`src/rtl/fpu_pkg.sv`:
```
// Shared single-precision FPU definitions: field widths, binary32 field helpers
// and the exponent-alignment FSM state encoding.
package fpu_pkg;

    localparam int EXP_W   = 8;
    localparam int MANT_W  = 23;
    localparam int SIG_W   = 24;
    localparam int SHIFT_W = 9;

    typedef enum logic [1:0] {
        IDLE  = 2'd0,
        CMP   = 2'd1,
        SHIFT = 2'd2,
        HOLD  = 2'd3
    } align_state_e;

    function automatic logic f_sign(input logic [31:0] x);
        return x[31];
    endfunction

    function automatic logic [EXP_W-1:0] f_exp(input logic [31:0] x);
        return x[30:23];
    endfunction

    function automatic logic [MANT_W-1:0] f_frac(input logic [31:0] x);
        return x[22:0];
    endfunction

    // Significand with the hidden bit restored (0 for zero/denormal encodings).
    function automatic logic [SIG_W-1:0] f_sig(input logic [31:0] x);
        return {|f_exp(x), f_frac(x)};
    endfunction

    function automatic logic [EXP_W-1:0] f_eff_exp(input logic [31:0] x);
        return (f_exp(x) == '0) ? EXP_W'(1) : f_exp(x);
    endfunction

endpackage

```
`src/rtl/mantShiftRight.sv`:
```
// Zero-filling right shifter for a 24-bit significand; shifts of 24 or more
// flush the result to zero.
module mantShiftRight
    import fpu_pkg::*;
(
    input  logic [SIG_W-1:0]   mant_i,
    input  logic [SHIFT_W-1:0] shift_i,
    output logic [SIG_W-1:0]   mant_o
);

    always_comb begin
        if (shift_i >= SHIFT_W'(SIG_W)) begin
            mant_o = '0;
        end else begin
            mant_o = mant_i >> shift_i[4:0];
        end
    end

endmodule

```
`src/rtl/fp_align_ctrl.sv`:
```
// Exponent-alignment sequencer for the binary32 adder (IDLE->CMP->SHIFT->HOLD).
// Define FPU_STICKY_EN to generate the sticky bit; otherwise sticky is tied to 0.
module fp_align_ctrl
    import fpu_pkg::*;
(
    input  logic               clk,
    input  logic               rst_n,
    input  logic               in_valid,
    output logic               in_ready,
    input  logic [31:0]        op_a,
    input  logic [31:0]        op_b,
    output logic               out_valid,
    input  logic               out_ready,
    output logic               sign_big,
    output logic               sign_small,
    output logic [EXP_W-1:0]   exp_out,
    output logic [SIG_W-1:0]   mant_big,
    output logic [SIG_W-1:0]   mant_small,
    output logic               swapped,
    output logic               sticky
);

    align_state_e state_q, state_d;
    logic ld_op, ld_cmp, ld_out;

    logic [31:0]        op_a_q, op_b_q;
    logic               c_sign_big_q, c_sign_small_q, c_swapped_q;
    logic [EXP_W-1:0]   c_exp_q;
    logic [SIG_W-1:0]   c_mant_big_q, c_mant_pre_q;
    logic [SHIFT_W-1:0] c_shift_q;

    logic               sign_big_q, sign_small_q, swapped_q;
    logic [EXP_W-1:0]   exp_q;
    logic [SIG_W-1:0]   mant_big_q, mant_small_q;

    logic [EXP_W-1:0]   eff_a, eff_b;
    logic [SIG_W-1:0]   sig_a, sig_b, shifted;
    logic               b_big;

    always_ff @(posedge clk or negedge rst_n) begin
        if (!rst_n) state_q <= IDLE;
        else        state_q <= state_d;
    end

    always_comb begin
        state_d = state_q;
        case (state_q)
            IDLE:    if (in_valid) state_d = CMP;
            CMP:     state_d = SHIFT;
            SHIFT:   state_d = HOLD;
            HOLD:    if (out_ready) state_d = IDLE;
            default: state_d = IDLE;
        endcase
    end

    always_comb begin
        in_ready  = (state_q == IDLE);
        out_valid = (state_q == HOLD);
        ld_op     = in_ready && in_valid;
        ld_cmp    = (state_q == CMP);
        ld_out    = (state_q == SHIFT);
    end

    // Magnitude compare uses the full significand so a min-normal beats any denormal.
    always_comb begin
        eff_a = f_eff_exp(op_a_q);
        eff_b = f_eff_exp(op_b_q);
        sig_a = f_sig(op_a_q);
        sig_b = f_sig(op_b_q);
        b_big = {eff_b, sig_b} > {eff_a, sig_a};
    end

    always_ff @(posedge clk or negedge rst_n) begin
        if (!rst_n) begin
            op_a_q         <= '0;
            op_b_q         <= '0;
            c_sign_big_q   <= 1'b0;
            c_sign_small_q <= 1'b0;
            c_swapped_q    <= 1'b0;
            c_exp_q        <= '0;
            c_mant_big_q   <= '0;
            c_mant_pre_q   <= '0;
            c_shift_q      <= '0;
        end else begin
            if (ld_op) begin
                op_a_q <= op_a;
                op_b_q <= op_b;
            end
            if (ld_cmp) begin
                c_swapped_q    <= b_big;
                c_sign_big_q   <= b_big ? f_sign(op_b_q) : f_sign(op_a_q);
                c_sign_small_q <= b_big ? f_sign(op_a_q) : f_sign(op_b_q);
                c_exp_q        <= b_big ? f_exp(op_b_q)  : f_exp(op_a_q);
                c_mant_big_q   <= b_big ? sig_b : sig_a;
                c_mant_pre_q   <= b_big ? sig_a : sig_b;
                c_shift_q      <= b_big ? ({1'b0, eff_b} - {1'b0, eff_a})
                                        : ({1'b0, eff_a} - {1'b0, eff_b});
            end
        end
    end

    mantShiftRight u_shift (
        .mant_i  (c_mant_pre_q),
        .shift_i (c_shift_q),
        .mant_o  (shifted)
    );

    always_ff @(posedge clk or negedge rst_n) begin
        if (!rst_n) begin
            sign_big_q   <= 1'b0;
            sign_small_q <= 1'b0;
            swapped_q    <= 1'b0;
            exp_q        <= '0;
            mant_big_q   <= '0;
            mant_small_q <= '0;
        end else if (ld_out) begin
            sign_big_q   <= c_sign_big_q;
            sign_small_q <= c_sign_small_q;
            swapped_q    <= c_swapped_q;
            exp_q        <= c_exp_q;
            mant_big_q   <= c_mant_big_q;
            mant_small_q <= shifted;
        end
    end

`ifdef FPU_STICKY_EN
    logic [SIG_W-1:0] sticky_mask;
    logic             sticky_q;

    // Mask covers exactly the bits the shifter drops; saturates to all ones at 24+.
    always_comb begin
        if (c_shift_q >= SHIFT_W'(SIG_W)) begin
            sticky_mask = '1;
        end else begin
            sticky_mask = (SIG_W'(1) << c_shift_q[4:0]) - SIG_W'(1);
        end
    end

    always_ff @(posedge clk or negedge rst_n) begin
        if (!rst_n)      sticky_q <= 1'b0;
        else if (ld_out) sticky_q <= |(c_mant_pre_q & sticky_mask);
    end

    assign sticky = sticky_q;
`else
    assign sticky = 1'b0;
`endif

    assign sign_big   = sign_big_q;
    assign sign_small = sign_small_q;
    assign swapped    = swapped_q;
    assign exp_out    = exp_q;
    assign mant_big   = mant_big_q;
    assign mant_small = mant_small_q;

endmodule

```
`config.mk`:
```
export PLATFORM = sky130hd
export DESIGN_NAME = fp_align_ctrl
export DESIGN_NICKNAME = d
export VERILOG_FILES = /design/src/rtl/fpu_pkg.sv /design/src/rtl/mantShiftRight.sv /design/src/rtl/fp_align_ctrl.sv
export SDC_FILE = /design/constraint.sdc
export NUM_CORES = 1
export LEC_CHECK = 0
export CAP_MARGIN = 20
export CORE_ASPECT_RATIO = 1.5
export CORE_MARGIN = 1.5
export CORE_UTILIZATION = 45
export CTS_BUF_LIST = sky130_fd_sc_hd__clkbuf_4 sky130_fd_sc_hd__clkbuf_8
export DETAILED_ROUTE_END_ITERATION = 12
export GPL_TIMING_DRIVEN = 0
export PLACE_DENSITY = 0.67
export SLEW_MARGIN = 15
export SYNTH_ARGS = -nofsm -noshare
export SYNTH_HDL_FRONTEND = slang
export SYNTH_SLANG_ARGS = --single-unit
```
`constraint.sdc`:
```
create_clock -name clk -period 10 [get_ports clk]
set_clock_uncertainty 0.15 [all_clocks]
set_input_delay 2 -clock clk [delete_from_list [all_inputs] [get_ports clk]]
set_output_delay 2 -clock clk [all_outputs]
set_load 0.01 [all_outputs]
```
Word-level counts from Yosys, hierarchy flattened --
Cells that the tools add are included. Widths: inputs -> output; s select.
Word-level totals: bits in registers 193, latch bits 0, bits in writable memories 0, bits in read-only memories 0, memories kept 0
Cells by class: $add $sub $neg 2, $mul 0, div/mod/pow operators 0, $lt $le $gt $ge 2, eq/ne operators 5, shift operators 1, mux-type cells 12, bitwise logic cells 0, reductions and logical operators 7
Operators by type and width (count):
- $mux 24 | 3
- $gt 32x32->1 | 1
- $mux 8 | 3
- $shr 24x5->24 | 1
- $sub 8x8->9 | 2
- $logic_not 8->1 | 2
- $reduce_or 8->1 | 2
- $ge 9x5->1 const B | 1
- $mux 9 | 1
- $pmux 2 s4 | 1
- $eq 2x2->1 const B | 2
- $mux 2 | 2
- $eq 2x1->1 const B | 1
- $logic_not 2->1 | 1
- $mux 1 | 2
- $ne 2x1->1 const B | 1
- $ne 2x2->1 const B | 1
- $reduce_and 2->1 | 1
- $logic_and 1x1->1 | 1

Logic depth before layout (Yosys ltp) --
depth after elaboration 4, depth in mapped cells 15

Hierarchy --
Synthesis repeated with hierarchy kept, for this count alone.
Second synthesis, totals: cell total of the unflattened synthesis 921, area, all modules 10557.6 um2
Modules (own cells, without submodules):
- fp_align_ctrl | instances 1, cells an instance 781, area an instance 9231.4 um2, seq. area each 4829.6 um2
- mantShiftRight | instances 1, cells an instance 140, area an instance 1326.3 um2, seq. area each 0.0 um2

Worst setup path after synthesis --
No wires, ideal clock.
path kind register -> register, start point register op_a_q[23], end point register c_mant_big_q[23], library setup time 125 ps, arrival time 3331 ps, required time 9725 ps, setup slack 6394 ps, stages on the path, launching flop included 15, cell sequence dfrtp_1 > or4_1 > nor2_1 > or2_2 > inv_1 > ha_1 > nand4_1 > or4_1 > or3_4 > o21a_1 > buf_6 > buf_6 > o21ai_0 > o21ai_1 > mux2_2
On the way: cells in the longest elaborated chain, start to end 4, elaborated cells on any way between the ends 5, those cells by class order compare (1); mux (2); reduce/logical (2)
RTL lines:
- start, declared | line fp_align_ctrl.sv:26 | logic [31:0] op_a_q, op_b_q;
- start signal, assigned | line fp_align_ctrl.sv:86 | op_a_q <= op_a;
- $logic_not 8->1 | line fpu_pkg.sv:35 | return (f_exp(x) == '0) ? EXP_W'(1) : f_exp(x);
- $mux 8 | line fpu_pkg.sv:35
- $gt 32x32->1 | line fp_align_ctrl.sv:70 | b_big = {eff_b, sig_b} > {eff_a, sig_a};
- $mux 24 * | line fp_align_ctrl.sv:94 | c_mant_big_q <= b_big ? sig_b : sig_a;
- end signal, assigned | line fp_align_ctrl.sv:94
- end, declared | line fp_align_ctrl.sv:29 | logic [SIG_W-1:0] c_mant_big_q, c_mant_pre_q;
Mark *: on every way between the ends. The rest lies on a longest branch, timed or not. A chain may end at the register's enable or synchronous reset.

Worst setup path after layout --
start point register op_a_q[23], end point register c_mant_pre_q[18]
On the way: cells in the longest elaborated chain, start to end 4, elaborated cells on any way between the ends 5, those cells by class order compare (1); mux (2); reduce/logical (2)
RTL lines:
- $logic_not 8->1 | line fpu_pkg.sv:35
- $mux 8 | line fpu_pkg.sv:35
- $gt 32x32->1 * | line fp_align_ctrl.sv:70
- $mux 24 * | line fp_align_ctrl.sv:95 | c_mant_pre_q <= b_big ? sig_a : sig_b;
- end signal, assigned | line fp_align_ctrl.sv:95
- end, declared | line fp_align_ctrl.sv:29
Marks and branches as above.

==> summary.txt <==
STA
  – Slew headroom: 0.4111
  – Fmax: 235.0 MHz
  – Hold Violations, Final: 0
  – Final setup vio count: 0
  – Worst-Margin Slew: 0.8833 ns
  – RSZ-0062 raised after global routing: no
  – Period utilisation layout: 0.4255
  – TNS Setup: 0 ns
  – Final worst path period need: 4.255 ns
  – Final slew viol count: 0

Finish
  – Commonest non-fill, non-tap cell in the layout: dfrtp_1
  – Fillers: 2005
  – Non-Filler Instances: 1437
  – Layout cells sized above 1: 0.1421
  – Syn-to-layout area delta: 20.03%
  – N_diodes: 0
  – Nets: 1263
  – Most frequent cells in the layout: 193 x dfrtp_1, 127 x clkdlybuf4s50_1, 110 x mux2_2
  – Util after Layout: 0.5496

Worst setup path
  – Cell Chain, Critical Path: or4_1 -> nor2_1 -> or2_2 -> inv_1 -> ha_1 -> nand4_1 -> or4_1 -> or3_4 -> o21a_1 -> buf_6 -> nor2_8 -> buf_8 -> mux2i_1 -> a21oi_1
  – CP required: 10.19 ns
  – Critical path class: register to register
  – Critical Path Source: op_a_q[23]
  – Worst R2R Start: op_a_q[23]
  – Crit path buf inv count: 3
  – Cell class contributing the biggest share of worst-path delay: simple AND/OR/NAND/NOR gates
  – Critical path's slowest cell: or4_1
  – Max stage delay on crit path: 0.58 ns
  – Crit-path max FO: 10
  – Most used cell, CP: or4_1
  – Arr. time, crit path: 4.45 ns
  – Worst Setup End Kind: register
  – Startpoint Class: register

Route
  – Remaining DRCs: 0
  – DRT Wirelength: 25530 microns
  – DRT iter0 DRCs: 399
  – Routed len/inst: 17.76 microns
  – Total number of vias: 7843
  – Vias/cell: 5.458
  – Antenna-violating nets left: 0
  – Pre-antenna DRT Iters: 5

Yosys
  – Synth cell types: 55
  – Synth Warn #: 0
  – Area leader, netlist: dfrtp_1
  – Cell area after synthesis: 0.01025 sq mm
  – Post-Syn Instances: 999
  – Top-area cell type share of the netlist area: 0.4712
  – Register area share after synthesis: 0.4712
  – Ys async rst share: 1.000
  – Net Count, Synth: 1114
  – EDFF count, synth: 0
  – Synthesized area per cell: 10.26 sq um
  – Area contributors post-synth: dfrtp_1 47%, mux2_2 12%, mux2i_1 6.7%
  – Post-synthesis register bit count: 193
  – Most used flip-flop cell after synthesis: dfrtp_1

Run status
  – Outcome: finished, final reports clean

Clock network
  – CTS tree: built
  – Sink Count: 193
  – Setup Buffers After CTS: 0
  – Worst-path clk slew: 0.10 ns
  – CTS Root Cell: clkbuf_8
  – Worst-Skew Late Latency: 0.48 ns
  – Longest Clk Path Bufs: 2
  – H-tree depth: 4
  – CTS Hold Bufs: 0
  – CTS buffer count: 17
  – Post-cts sizing count: 0

Pwr
  – Leak pwr: 0.005422 uW
  – Combinational share of power: 0.592
  – P_int: 2694 uW
  – Pwr Density: 396.6 mW/mm^2
  – Sw Share: 0.4479
  – Switching pwr: 2185 uW
  – Clock share of power: 0.105
  – Peak supply drop: 0.1758 mV
  – Seq pwr share: 0.303

Job
  – Max-capacitance violation count: 0

Hold path
  – Hold Path Class: register to register
  – Worst hold path startpoint: c_swapped_q

Placement
  – Dpl hpwl: 19540 microns
  – Post-Place Cells: 1404
  – Routability cong.: 0.8969
  – IO buf count: 128

Floorplan
  – Die height: 187.8 microns
  – Die width: 126.2 microns
  – Die area: 0.02371 sq mm
  – Initial Utilization: 0.4579
  – Io pins: 130
  – Rows: 67
  – Core Box Area: 0.02238 sq mm

Global routing
  – Number of global-route vias before repair: 7916
  – First-pass GRT wire length: 42010 microns
  – Total gr overflow: 0
  – Total GRT Usage: 0.2249
  – Initial antenna violation count: 0
  – Pin count of the biggest net entering global routing: 106
==> power groups by stage <==
| stage | clock network (uW) | logic [uW] | registers, uW |
|---|---|---|---|
| after floorplan | 0 | 2000 | 1430 |
| after global placement | 0 | 2830 | 1490 |
| after detailed placement | 0 | 2880 | 1500 |
| after CTS | 527 | 2900 | 1490 |
| after global routing | 555 | 3190 | 1540 |
| final | 512 | 2890 | 1480 |
==> state kept, by name, summed over array words and instances (netlist names) <==
register,cells
op_a_q,32
op_b_q,32
c_mant_big_q,24
c_mant_pre_q,24
mant_big,24
mant_small,24
c_shift_q,9
c_exp_q,8
exp_out,8
state_q,2
c_sign_big_q,1
c_sign_small_q,1
c_swapped_q,1
sign_big,1
sign_small,1
swapped,1
==> cell type report <==
cell class | count | area, sq um | share of cell area
flip-flops and latches | 193 | 4830 | 0.3926
multi-input cells | 653 | 4785 | 0.3889
repair buffers | 130 | 1319 | 0.1072
well taps | 276 | 345.3 | 0.02807
plain buffers | 70 | 322.8 | 0.02624
inverters | 83 | 311.5 | 0.02533
clock buffers | 20 | 262.8 | 0.02136
clock inverters | 12 | 126.4 | 0.01027
==> layer usage <==
metal | vias up | track usage | wire length [microns] | part of all wire
met5 | - | 0 | 0 | 0
li1 | 3772 | - | - | -
met3 | 41 | 0.03338 | 745 | 0.029
met4 | 0 | 0.07515 | 585 | 0.023
met2 | 174 | 0.4034 | 13470 | 0.53
met1 | 3856 | 0.2757 | 10730 | 0.42
==> path summary, 6_finish.rpt <==
kind,to,slack [ns],cells after the start
max reg2reg,c_mant_pre_q[18],5.74,14
min reg2reg,swapped,0.35,1
min,swapped,0.35,1
max in group asynchronous,mant_small[10],7.37,2
max,c_mant_pre_q[18],5.74,14
min in group asynchronous,c_mant_big_q[21],1.42,1
==> cells in the mapped netlist (7+ instances only) <==
master      n
o21ai_0    20
nand3_1     7
a31oi_1    28
nand2_1    77
clkbuf_1   55
inv_1      82
a211oi_1   11
mux2_2    110
mux2i_1    69
nand2b_1    8
nor3_1     13
nor2_1     79
o22ai_1    24
a21oi_1    76
nor2b_1    10
dfrtp_1   193
nand4_1    11
a21o_1     10
ha_1       45
==> logic make-up after synthesis <==
kind of cell / share of synthesized area
and+or+nand+nor: 0.09938
adders and majority gates: 0.05885
other: 0.0003659
buffers and inverters: 0.06190
DFF: 0.4712
muxes: 0.1883
AOI/OAI and AO/OA: 0.1200
==> metrics by stage <==
| stage | power [uW] | setup WS (ns) | hold slack, ns | instance area (sq um) |
|---|---|---|---|---|
| finish | 4879 | 5.745 | 0.3496 | 12300 |
| detailed placement | 4379 | 5.631 | 0.3411 | 11910 |
| floorplan | 3434 | 6.394 | 0.3070 | 10250 |
| global route | 5283 | 5.496 | 0.3791 | 12300 |
| global placement | 4325 | -1.193 | 0.3352 | 11880 |
| CTS | 4910 | 5.604 | 0.3601 | 12300 |
(Power assumes the default switching activity.)
